--- config.mk ---
export PLATFORM = sky130hd
export DESIGN_NAME = addsub_arbiter
export DESIGN_NICKNAME = d
export VERILOG_FILES = /design/src/rtl/addsub_arbiter.sv
export SDC_FILE = /design/constraint.sdc
export NUM_CORES = 1
export LEC_CHECK = 0
export ABC_AREA = 0
export BUFFER_PORTS_ARGS = -buffer_cell sky130_fd_sc_hd__buf_2
export CAP_MARGIN = 25
export CORE_ASPECT_RATIO = 1.75
export CORE_MARGIN = 2
export CORE_UTILIZATION = 51
export DETAILED_ROUTE_END_ITERATION = 10
export PLACE_DENSITY = 0.77
export SLEW_MARGIN = 10
export SYNTH_ARGS = -nofsm -noshare
export SYNTH_HDL_FRONTEND = slang
export SYNTH_SLANG_ARGS = --single-unit
--- constraint.sdc ---
create_clock -name clk -period 2.55 [get_ports clk]
set_input_delay 0.1275 -clock clk [delete_from_list [all_inputs] [get_ports clk]]
set_output_delay 0.1275 -clock clk [all_outputs]
set_load 0.01 [all_outputs]
--- src/rtl/addsub_arbiter.sv ---
// Two-requester add/subtract unit: round-robin arbitration, one operation in flight,
// three-state control (IDLE -> EXEC -> RESP) with a held response until accepted.
module addsub_arbiter #(
  parameter int DATA_WIDTH = 4
) (
  input  logic                    clk,
  input  logic                    rst_n,
  input  logic [1:0]              req_valid,
  output logic [1:0]              req_ready,
  input  logic [1:0]              req_sub,
  input  logic [2*DATA_WIDTH-1:0] req_a,
  input  logic [2*DATA_WIDTH-1:0] req_b,
  output logic [1:0]              rsp_valid,
  input  logic [1:0]              rsp_ready,
  output logic [DATA_WIDTH-1:0]   rsp_result,
  output logic [2:0]              rsp_flags,
  output logic [7:0]              op_count
);

  localparam int W = DATA_WIDTH;

  localparam logic [1:0] ST_IDLE = 2'd0;
  localparam logic [1:0] ST_EXEC = 2'd1;
  localparam logic [1:0] ST_RESP = 2'd2;

  logic [1:0]   r_state;
  logic         r_ptr;
  logic         r_grant;
  logic         r_sub;
  logic [W-1:0] r_a;
  logic [W-1:0] r_b;
  logic [W-1:0] r_result;
  logic [2:0]   r_flags;
  logic [7:0]   r_count;

  logic         w_any;
  logic         w_win;
  logic         w_req_hs;
  logic         w_rsp_hs;
  logic [W+2:0] w_calc;

  // Returns {overflow, cout, zero, result}; t is the two's-complement operand B.
  function automatic logic [W+2:0] addsub(input logic [W-1:0] a,
                                          input logic [W-1:0] b,
                                          input logic         sub);
    logic [W-1:0] t;
    logic [W:0]   s;
    logic         ovf;
    t   = (sub ? ~b : b) + {{(W-1){1'b0}}, sub};
    s   = {1'b0, a} + {1'b0, t};
    ovf = (a[W-1] == t[W-1]) && (s[W-1] != a[W-1]);
    return {ovf, s[W], (s[W-1:0] == '0), s[W-1:0]};
  endfunction

  assign w_any = |req_valid;
  assign w_win = req_valid[r_ptr] ? r_ptr : ~r_ptr;

  always_comb begin
    req_ready = 2'b00;
    if (rst_n && (r_state == ST_IDLE) && w_any)
      req_ready = w_win ? 2'b10 : 2'b01;
  end

  assign w_req_hs = |(req_valid & req_ready);
  assign w_rsp_hs = (r_state == ST_RESP) && rsp_ready[r_grant];
  assign w_calc   = addsub(r_a, r_b, r_sub);

  assign rsp_valid  = (r_state == ST_RESP) ? (r_grant ? 2'b10 : 2'b01) : 2'b00;
  assign rsp_result = r_result;
  assign rsp_flags  = r_flags;
  assign op_count   = r_count;

  always_ff @(posedge clk or negedge rst_n) begin
    if (!rst_n) begin
      r_state  <= ST_IDLE;
      r_ptr    <= 1'b0;
      r_grant  <= 1'b0;
      r_sub    <= 1'b0;
      r_a      <= '0;
      r_b      <= '0;
      r_result <= '0;
      r_flags  <= 3'b000;
      r_count  <= 8'd0;
    end else begin
      case (r_state)
        ST_IDLE: begin
          if (w_req_hs) begin
            r_grant <= w_win;
            r_sub   <= req_sub[w_win];
            r_a     <= w_win ? req_a[2*W-1:W] : req_a[W-1:0];
            r_b     <= w_win ? req_b[2*W-1:W] : req_b[W-1:0];
            r_state <= ST_EXEC;
          end
        end
        ST_EXEC: begin
          r_result <= w_calc[W-1:0];
          r_flags  <= w_calc[W+2:W];
          r_state  <= ST_RESP;
        end
        ST_RESP: begin
          // Hand priority to the requester that did not just get served.
          if (w_rsp_hs) begin
            r_ptr   <= ~r_grant;
            r_count <= r_count + 8'd1;
            r_state <= ST_IDLE;
          end
        end
        default: r_state <= ST_IDLE;
      endcase
    end
  end

endmodule

# Yosys cells after proc, flatten, opt, wreduce, memory -nomap -nowiden
# Index checks and enable logic that the tools add are counted.
# classes
addsub	3
bitwise	4
magnitude_cmp	3
muxes	17
reduce_logical	11
eq_ne	6
# ops
operator	n
$mux W2	6
$mux W4	3
$add A8 B1 Y8 const B	1
$mux W1	7
$lt A1 B2 Y1 const B	3
$pmux W2 S3	1
$reduce_and A2 Y1	3
$add A4 B4 Y5	1
$add A4 B1 Y4	1
$logic_and A1 B1 Y1	4
$logic_not A4 Y1	1
$ne A2 B2 Y1 const B	2
$not A4 Y4	1
$reduce_or A2 Y1	2
$and A2 B2 Y2	1
$eq A2 B1 Y1 const B	1
$eq A2 B2 Y1 const B	1
$logic_not A2 Y1	1
$not A1 Y1	2
$eq A1 B1 Y1	1
$ne A1 B1 Y1	1
# totals
out_inout_bits	19
wordCells	53
ff_bits	28

# Longest topological paths before layout
# logic_depth
word_depth	9
ltp_mapped	10
mapped_depth_nobuf	10

# Worst setup path before layout
# No wires, ideal clock.
# synth_path
kind	register -> register
startpoint	register r_sub
endpoint	register r_flags[0] (netlist: rsp_flags[0])
path_buffers	1
required_ns	2.429
arrival_ns	2.036
slack_ns	0.393
path_stages_with_launch	11
synth_period_minus_slack_ns	2.157
cell_sequence	dfrtp_1 > clkbuf_1 > xor2_1 > ha_1 > xnor2_1 > xnor2_1 > ha_1 > a21oi_1 > nand2_1 > xnor2_1 > a22o_1
# synth_between
elab_chain_cells	4
# synth_rtl
element	line_no	text
from (decl)	29	logic r_sub;
from (signal assigned)	89	r_sub <= req_sub[w_win];
$mux W4	49	t = (sub ? ~b : b) + {{(W-1){1'b0}}, sub};
$add A4 B1 Y4 *	49	
$add A4 B4 Y5 *	50	s = {1'b0, a} + {1'b0, t};
$logic_not A4 Y1 *	52	return {ovf, s[W], (s[W-1:0] == '0), s[W-1:0]};
to (signal assigned)	97	r_flags <= w_calc[W+2:W];
to (decl)	33	logic [2:0] r_flags;
# Mark *: on every way between the ends. The rest lies on a longest branch, timed or not.
# A chain may end at the register's enable or synchronous reset.

# Worst setup path after layout
# Ends and elaborated chain as after synthesis.

==> out/qor.yml <==
min_path:
  min_path_type: "in2reg"
  min-delay-start: "rsp_ready[0]"
  hold_end: "r_ptr"
  hold_depth: 2
setup_path:
  worstPathRequired_ns: 2.77
  end_kind: "register"
  crit_path_max_incr_delay_ns: 0.48
  critPathTopFamily: "adder cells"
  r2r_end: "rsp_flags[0]"
  cp_num_buf_inv: 1
  r2r_slack_ns: 0.13
  r2r_cells: 8
  arrival_ns: 2.64
  start_kind: "register"
  path_class: "reg2reg"
  r2r-start: "r_sub"
  worst_path_most_repeated_cell: "ha_1"
  crit_path_cell_trace: "ha_1 > xnor2_1 > ha_1 > inv_1 > fa_1 > xor2_1 > nor4bb_1 > a22o_1"
  cp_max_fo: 7
  slowest_stage: "dfrtp_2"
floorplan:
  pin_count: 43
  die_h_microns: 75.4
  coreArea_sq_um: 2750
  core.rowCount: 25
  die_area_sq_um: 3380
  die_width_microns: 44.8
  start_util_pct: 54.0
synth:
  avgSynthCellArea_sq_um: 10.4
  synth_area_sq_um: 1490
  synth_ff_type: "dfrtp_1"
  synth_edf_count: 0
  syn_nets: 176
  synth_warnings: 0
  synth.yosys.seq_area_share_pct: 47.1
  yosys.cell_types.count: 29
  synthArstFlopShare_pct: 100
  ys_seq_elements: 28
  syn_inst: 143
pwr:
  cellLeakagePower_nw: 0.938
  p_clk_share_pct: 13.7
  seqPwrFrac_pct: 30.7
  power_switching_share_pct: 41.3
  p_per_area_nw_per_um2: 1430
  internal_power_mw: 1.51
  p_comb_share_pct: 55.5
  ir_drop_v: 0.000863
  p_switching_mw: 1.06
  power_mw: 2.57
routing:
  vias: 1135
  drtAntennaViolNets: 0
  first_iter_violations: 5
  route.final.wire_length_microns: 3020
  wire_per_inst_microns: 14.2
  firstDrtPassIters: 4
  viasPerCell: 5.33
  drc: 0
cells_and_area:
  final_nets: 220
  area_growth_pct: 20.9
  final_common_cell: "buf_2"
  drive_gt1_share_pct: 28.5
  fill_cells: 239
  stdcell_area_sq_um: 1800
  final_cell_mix: "42 x buf_2, 27 x dfrtp_1, 15 x nor2_1"
  n_antenna_cell: 0
timing:
  post-route-period-util_pct: 95.0
  finalSetupTns_ns: 0
  setup_violations: 0
  hold_viol_final: 0
  layout_setup_ws_ns: 0.129
  worst_pin_slew_ns: 0.521
  finClkSkew_ns: 0.00640
  slew_headroom_pct: 65.2
  timing.fmax_ghz: 0.413
  min_period_ns: 2.42
  slew_viol_final: 0
cts:
  postCtsSetupBuffers: 0
  cts_made_buffers: 3
  worstSkewPairLatency_ns: 0.28
  path_clk_slew_ns: 0.10
  cts_root_buffer: "clkbuf_8"
  clock-sinks: 28
  clock_path_buffers: 2
  cts_tree: "yes"
  cts_max_level: 1
global_route:
  gr-usage-all-layers_pct: 20.3
  met1_usage_pct: 20.6
  grt.overflow.total: 0
  grt_pass1_wl_microns: 5040
  grt_pass1_vias: 1188
  top_usage_layer: "met2"
  grt_start_max_net_pins: 29
  use_met2_pct: 39.0
  antenna_found_initial: 0
  gr-usage-met3_pct: 2.37
placement:
  place_ws_ns: 0.192
  dp_hpwl_microns: 2350
  globalplace.congestion: 0.855
  placedInstanceArea_sq_um: 1710
  port_buffers: 42
job:
  maxCapViolCount: 0
status:
  status: "completed"
timing repair:
item                                    CTS  global route
hold buffers                              1             0
endpoints found under the setup margin    0             1
resized for setup                         0             1
hold endpoints to repair                 28             0
power groups by stage:
| stage | combinational [mW] | clock (mW) | sequential, mW |
|---|---|---|---|
| after CTS | 1.45 | 0.359 | 0.788 |
| after floorplan | 1.02 | 0 | 0.798 |
| after global routing | 1.60 | 0.379 | 0.820 |
| final | 1.43 | 0.353 | 0.788 |
| after global placement | 1.30 | 0 | 0.782 |
| after detailed placement | 1.39 | 0 | 0.798 |
synth_stat cells, types with 2 or more instances:
cell | instances | share of area [%]
dfrtp_1 | 28 | 47
nor2_1 | 15 | 3.8
a21oi_1 | 13 | 4.4
nand2_1 | 12 | 3.0
mux2i_1 | 10 | 6.7
ha_1 | 8 | 6.7
inv_1 | 8 | 2.0
xnor2_1 | 8 | 4.7
xor2_1 | 7 | 4.1
o21ai_0 | 5 | 1.7
clkbuf_1 | 4 | 1.0
nand2b_1 | 3 | 1.3
nand3_1 | 3 | 1.0
a21o_1 | 2 | 1.0
a22o_1 | 2 | 1.2
nor3_1 | 2 | 0.67
sequential cells by signal, summed over array words and instances (netlist names), 2 cells and up:
name,flops
op_count,8
rsp_flags,3
r_b,4
r_state,2
rsp_result,4
r_a,4
cell families after synthesis:
logic type / synth area share (%)
AND/OR/NAND/NOR: 14.1
buffers and inverters: 4.12
AO/OA/AOI/OAI: 9.26
XOR/XNOR: 8.84
multiplexers: 8.50
flip-flops: 47.1
adder cells (fa/ha/maj): 8.08
stage by stage:
| stage | instances | utilization [%] | hold WS [ns] |
|---|---|---|---|
| detailed placement | 208 | 62.3 | 0.213 |
| global route | 213 | 65.3 | 0.0808 |
| global placement | 208 | 62.3 | 0.208 |
| finish | 213 | 65.3 | 0.0926 |
| CTS | 213 | 65.2 | 0.0893 |
| floorplan | 143 | - | -0.168 |
final cells by class:
| class | count | area (sq um) | share of cell area, % |
|---|---|---|---|
| clock inverters | 1 | 30.0 | 1.67 |
| flip-flops and latches | 28 | 702 | 39.1 |
| repair buffers | 45 | 235 | 13.1 |
| well taps | 27 | 33.8 | 1.88 |
| multi-input cells | 101 | 724 | 40.3 |
| clock buffers | 3 | 41.3 | 2.30 |
| inverters | 8 | 30.0 | 1.67 |
metal layers:
layer,vias up,share of wire (%)
met5,-,0
met4,0,3.4
met3,9,3.3
met2,29,59
met1,531,34
li1,566,-
how the worst max path moves through the flow:
stage / startpoint / end / slack (ns) / cells past startpoint
global placement: r_sub / rsp_flags[0] / 0.32 / 8
detailed placement: r_sub / rsp_flags[0] / 0.19 / 8
global route: r_sub / rsp_flags[0] / -0.005 / 8
CTS: r_sub / rsp_flags[0] / 0.1 / 8
floorplan: r_sub / rsp_flags[0] / 0.39 / 10
finish: r_sub / rsp_flags[0] / 0.13 / 8
No activity file was read; power rests on OpenSTA's default activity.
